File: src/rtl/twoone_mux_arbiter.sv
// twoone_mux_arbiter: round-robin arbiter for a shared 2:1 mux with a registered valid/ready output stage (optional ARB_LOCK_EN back-to-back ownership)
module twoone_mux_arbiter #(
    parameter int WIDTH = 4
) (
    input  logic             clk,
    input  logic             rst,
    input  logic             a_req,
    input  logic [WIDTH-1:0] a_data,
    input  logic             a_lock,
    output logic             a_ack,
    input  logic             b_req,
    input  logic [WIDTH-1:0] b_data,
    input  logic             b_lock,
    output logic             b_ack,
    output logic             out_valid,
    output logic [WIDTH-1:0] out_data,
    input  logic             out_ready,
    output logic             sel,
    output logic             busy
);
    typedef enum logic [1:0] {IDLE, SRV_A, SRV_B} state_t;
    state_t state, state_nxt;
    logic last_grant, last_nxt, valid_nxt, a_ack_nxt, b_ack_nxt, sel_nxt;
    logic [WIDTH-1:0] data_nxt;
    logic hs, grant_a, grant_b, relock_a, relock_b;
    assign hs = out_valid & out_ready;
    assign grant_a = a_req & (~b_req | last_grant);
    assign grant_b = b_req & ~grant_a;
    assign busy = state != IDLE;
`ifdef ARB_LOCK_EN
    assign relock_a = a_lock & a_req;
    assign relock_b = b_lock & b_req;
`else
    logic unused_lock;
    assign unused_lock = a_lock ^ b_lock;
    assign relock_a = 1'b0;
    assign relock_b = 1'b0;
`endif
    // next-state and registered-output values
    always_comb begin
        state_nxt = state;
        valid_nxt = out_valid;
        data_nxt = out_data;
        a_ack_nxt = 1'b0;
        b_ack_nxt = 1'b0;
        sel_nxt = sel;
        last_nxt = last_grant;
        case (state)
            IDLE: begin
                if (grant_a) begin
                    state_nxt = SRV_A;
                    valid_nxt = 1'b1;
                    data_nxt = a_data;
                    a_ack_nxt = 1'b1;
                    sel_nxt = 1'b0;
                end else if (grant_b) begin
                    state_nxt = SRV_B;
                    valid_nxt = 1'b1;
                    data_nxt = b_data;
                    b_ack_nxt = 1'b1;
                    sel_nxt = 1'b1;
                end
            end
            SRV_A: begin
                if (hs && relock_a) begin
                    data_nxt = a_data;
                    a_ack_nxt = 1'b1;
                end else if (hs) begin
                    state_nxt = IDLE;
                    valid_nxt = 1'b0;
                    last_nxt = 1'b0;
                end
            end
            SRV_B: begin
                if (hs && relock_b) begin
                    data_nxt = b_data;
                    b_ack_nxt = 1'b1;
                end else if (hs) begin
                    state_nxt = IDLE;
                    valid_nxt = 1'b0;
                    last_nxt = 1'b1;
                end
            end
            default: state_nxt = IDLE;
        endcase
    end
    // state and output registers; last_grant resets to B so A wins the first tie
    always_ff @(posedge clk) begin
        if (rst) begin
            state <= IDLE;
            out_valid <= 1'b0;
            out_data <= '0;
            a_ack <= 1'b0;
            b_ack <= 1'b0;
            sel <= 1'b0;
            last_grant <= 1'b1;
        end else begin
            state <= state_nxt;
            out_valid <= valid_nxt;
            out_data <= data_nxt;
            a_ack <= a_ack_nxt;
            b_ack <= b_ack_nxt;
            sel <= sel_nxt;
            last_grant <= last_nxt;
        end
    end
endmodule
File: config.mk
export PLATFORM = sky130hd
export DESIGN_NAME = twoone_mux_arbiter
export DESIGN_NICKNAME = d
export VERILOG_FILES = /design/src/rtl/twoone_mux_arbiter.sv
export SDC_FILE = /design/constraint.sdc
export NUM_CORES = 1
export LEC_CHECK = 0
export CORE_MARGIN = 1.5
export CORE_UTILIZATION = 39
export DETAILED_ROUTE_END_ITERATION = 6
export PLACE_DENSITY = 0.76
export SLEW_MARGIN = 30
export SYNTH_ARGS = -nofsm -noshare
export SYNTH_HDL_FRONTEND = slang
export SYNTH_SLANG_ARGS = --single-unit
File: constraint.sdc
create_clock -name clk -period 1.9 [get_ports clk]
set_input_delay 0.38 -clock clk [delete_from_list [all_inputs] [get_ports clk]]
set_output_delay 0.38 -clock clk [all_outputs]
set_load 0.02 [all_outputs]
* Yosys cells after proc, flatten, opt, wreduce, memory -nomap -nowiden
Index checks and enable logic that the tools add are counted.
Word-level totals: register bits after elaboration 11, input port bits 15, output and inout port bits 9
Operators by class: reduce and logical (&&, ||, !) cells 12, bitwise logic cells 7, muxes and demuxes 15, equality and inequality tests 6
Operators with widths (number):
- $mux W4 | 2
- $reduce_bool A2 Y1 | 4
- $mux W1 | 7
- $mux W2 | 3
- $reduce_and A3 Y1 | 2
- $ne A2 B2 Y1 const B | 2
- $pmux W1 S2 | 2
- $pmux W2 S2 | 1
- $reduce_and A2 Y1 | 2
- $reduce_or A2 Y1 | 2
- $and A1 B1 Y1 | 3
- $ne A3 B3 Y1 const B | 1
- $not A1 Y1 | 3
- $reduce_or A3 Y1 | 1
- $eq A2 B1 Y1 const B | 1
- $eq A2 B2 Y1 const B | 1
- $logic_not A2 Y1 | 1
- $ne A2 B1 Y1 const B | 1
- $or A1 B1 Y1 | 1

* Logic depth before layout (Yosys ltp)
depth after elaboration 8, mapped depth 5, gate-level depth less buffers 5

* Least setup slack after synthesis
OpenSTA, ideal clock, no wires.
path type flip-flop to flip-flop, start register state[0], end register state[0], arrival 1.370 ns, cell stages (with the launch flop) 6, setup slack 0.460 ns, library setup time 0.070 ns, required time 1.830 ns, cells stage by stage dfxtp_1 inv_1 ha_1 inv_1 or4_1 a21oi_1
On the way: word-level cells in the longest chain between the ends 4, elaborated cells between the ends (all ways) 8, those cells by class eq/ne (4); mux (1); reduce/logical (3)
RTL lines:
- start, declared | line 22 | state_t state, state_nxt;
- start signal, assigned | line 98 | state <= state_nxt;
- $eq A2 B2 Y1 / $eq A2 B1 Y1 (equally long branches) | line 48 | case (state)
- $reduce_or A2 Y1 (no source line)
- $ne A2 B1 Y1 (no source line)
- $reduce_and A2 Y1 (no source line)
Several ways; a longest one is shown, not always the timed one. A chain may end at the register's enable or synchronous reset.

* Worst setup path in the final report
start register state[0], end output port busy
On the way: word-level cells in the longest chain between the ends 1
RTL lines:
- $reduce_bool A2 Y1 | line 29 | assign busy = state != IDLE;
- end, declared | line 19 | output logic busy
No other way between the ends.

==> impl_metrics.yaml <==
outcome:
  run_status: "finished, final reports clean"
final_layout:
  final_area_sq_um: 797
  diodes: 0
  multiInputGateArea_sq_um: 285
  final_layout_size_suffix_gt1_share_pct: 6.90
  final_util_pct: 62.0
  nNetsFinal: 107
  ff_latch_area_sq_um: 220
  syn_to_final_growth_pct: 50.6
  fillerInstances: 116
  stdcell_count: 102
placement:
  placed_area_sq_um: 772
  port-buffer-count: 21
  dp_cells: 98
  gp_congestion: 0.707
  dp_hpwl_um: 879
timing:
  hold_viol: 0
  fin_tns_setup_ps: 0
  fin_crit_sh_pct: 92.2
  worst_slew_pin_slew_ps: 442
  fmax_mhz: 571
  max_slew_margin_pct: 70.3
  finalClockSkew_ps: 5.53
  setup_viol: 0
  rsz0062_at_grt: "false"
  finalCriticalPeriod_ps: 1750
  slew_viol_final: 0
  holdWs_ps: 457
drt:
  routedWlPerCell_um: 11.6
  drt-total-wl_mm: 1.19
  remaining_drc_errors: 0
  dr.pass1.iters: 4
  via_count: 539
  drtIter0Drc: 9
  vias_per_cell: 5.28
  postRouteAntennaNets: 0
setup_path:
  cp_cell_sequence: "inv_1, ha_1, inv_1, dlygate4sd2_1"
  worstSetupEndpointType: "output port"
  critPathRequiredTime_ps: 1520
  crit_fanout: 4
  cp.arrival_ps: 1370
  critPathMaxStageDelay_ps: 390
  setup.worst_path.start: "state[0]"
  worstReg2RegStart: "state[0]"
  crit_family: "buffers and inverters"
  start_kind: "flop"
  cpMostUsedCell: "inv_1"
  worst-path-buf-inv: 3
  critical_path_class: "flop to output port"
  cp_slowest_cell: "dfxtp_1"
synth:
  yosysSeqAreaShare_pct: 41.6
  syn-cell-area_sq_um: 529
  yosysTopAreaCell: "dfxtp_1"
  synth_edf_count: 0
  ys_top_cells_by_area: "dfxtp_1 42%, ha_1 9.5%, a311oi_1 8.3%"
  synth.distinct_cells: 22
  ys.flop_type: "dfxtp_1"
  async_flop_share_pct: 0
  yosys.area.top_type_share_pct: 41.6
  yosys.cell_count.top_type: "dfxtp_1"
  synthCells: 61
  ys_ff_latch: 11
  avgSynthCellArea_sq_um: 8.68
  netlist_top_cells_count: "11 x dfxtp_1, 8 x o21ai_0, 5 x a311oi_1, 5 x nand3_1"
  yosys_warnings: 0
  syn_nets: 80
power:
  powerDensity_mw_per_mm2: 902
  p_leak_nw: 0.319
  max-vdd-ir-drop_mv: 0.371
hold_path:
  worstHoldStart: "last_grant"
  hold_class: "flop to flop"
clock_tree:
  cts_tree: "built"
  clock-sinks: 11
  insertion_delay_ps: 260
  path_clk_slew_ps: 70
  root_buffer: "clkbuf_4"
  clockBufferDepth: 2
  h-tree-depth: 1
  postCtsSetupRepairBufs: 0
  cts-buffers-inserted: 3
global_route:
  grt_pass1_wl_mm: 1.89
  overflow: 0
  grt_pass1_vias: 446
  antenna_found_initial: 0
  grt_max_degree: 12
  track_usage_pct: 18.2
die:
  boundaryPins: 24
  initial_core_util_pct: 41.2
  core_sq_mm: 0.00128
  die_height_um: 39.8
  rows: 13
  die_x_um: 39.8
  die_area_sq_mm: 0.00159
flow_run:
  maxCapViolations: 0
## repair_timing
item	4_1_cts	5_1_grt
hold buffers	0	0
gates resized for setup	1	0
endpoints found under the setup margin	1	0
## final timing paths
check                    end  slack [ps]  depth (start not counted)
setup / recovery        busy         150                          4
setup reg to reg    state[0]         330                          5
hold reg to reg   last_grant         460                          2
hold / removal    last_grant         460                          2
## registers in the layout (all words and copies together) (netlist names)
signal and cells:
out_valid 1, state 2, sel 1, last_grant 1, out_data 4, b_ack 1, a_ack 1
## cell type report
type	instances	area share, %
inverter	4	1.88
timing repair buffer	24	29.0
sequential	11	27.6
tap	15	2.35
clock buffer	4	3.30
multi-input combinational	44	35.8
## tightest hold or removal path: stages (launching register included)
cell and delay [ps]:
dfxtp_1 320, nand2_1 50, nand2_1 40
## cell families after synthesis
logic type / count (synthesis) / synth area share [%]
AOI/OAI and AO/OA: 22 / 26.7
and+or+nand+nor: 18 / 17.7
adders and majority gates: 4 / 9.46
DFF: 11 / 41.6
buffers and inverters: 6 / 4.49
## routing by layer
metal,part of all wire (%),GRT usage [%]
met1,48,23.5
met2,42,26.2
met3,8.3,5.68
met4,0.93,10.3
met5,0,0
## placed cells by master (no fill, tap or decap), drive strengths merged
master / n
a31oi: 1
clkbuf: 4
inv: 4
nor4: 1
or4: 1
nand3: 5
dlygate4sd2: 1
a311oi: 5
a21oi: 4
a21boi: 1
buf: 3
or3: 1
nand2b: 2
nor3b: 1
o21a: 1
a211oi: 1
a211o: 1
nor2b: 1
dfxtp: 11
o21ai: 8
nand2: 2
clkdlybuf4s50: 20
ha: 4
nor2: 4
## through the flow
stage	total power [W]	worst slack, ps
2_1_floorplan	0.000445	460
3_3_place_gp	0.000568	124
3_5_place_dp	0.000571	112
4_1_cts	0.000727	144
5_1_grt	0.000773	69.4
6_report	0.000719	148
## report_power, final
group	internal [W]	switching [W]	total, W	leakage [nW]
combinational	0.000135	0.000137	0.000273	0.213
clock	0.0000811	0.0000769	0.000158	0.0150
sequential	0.000267	0.0000221	0.000289	0.0910
(Power assumes the default switching activity.)
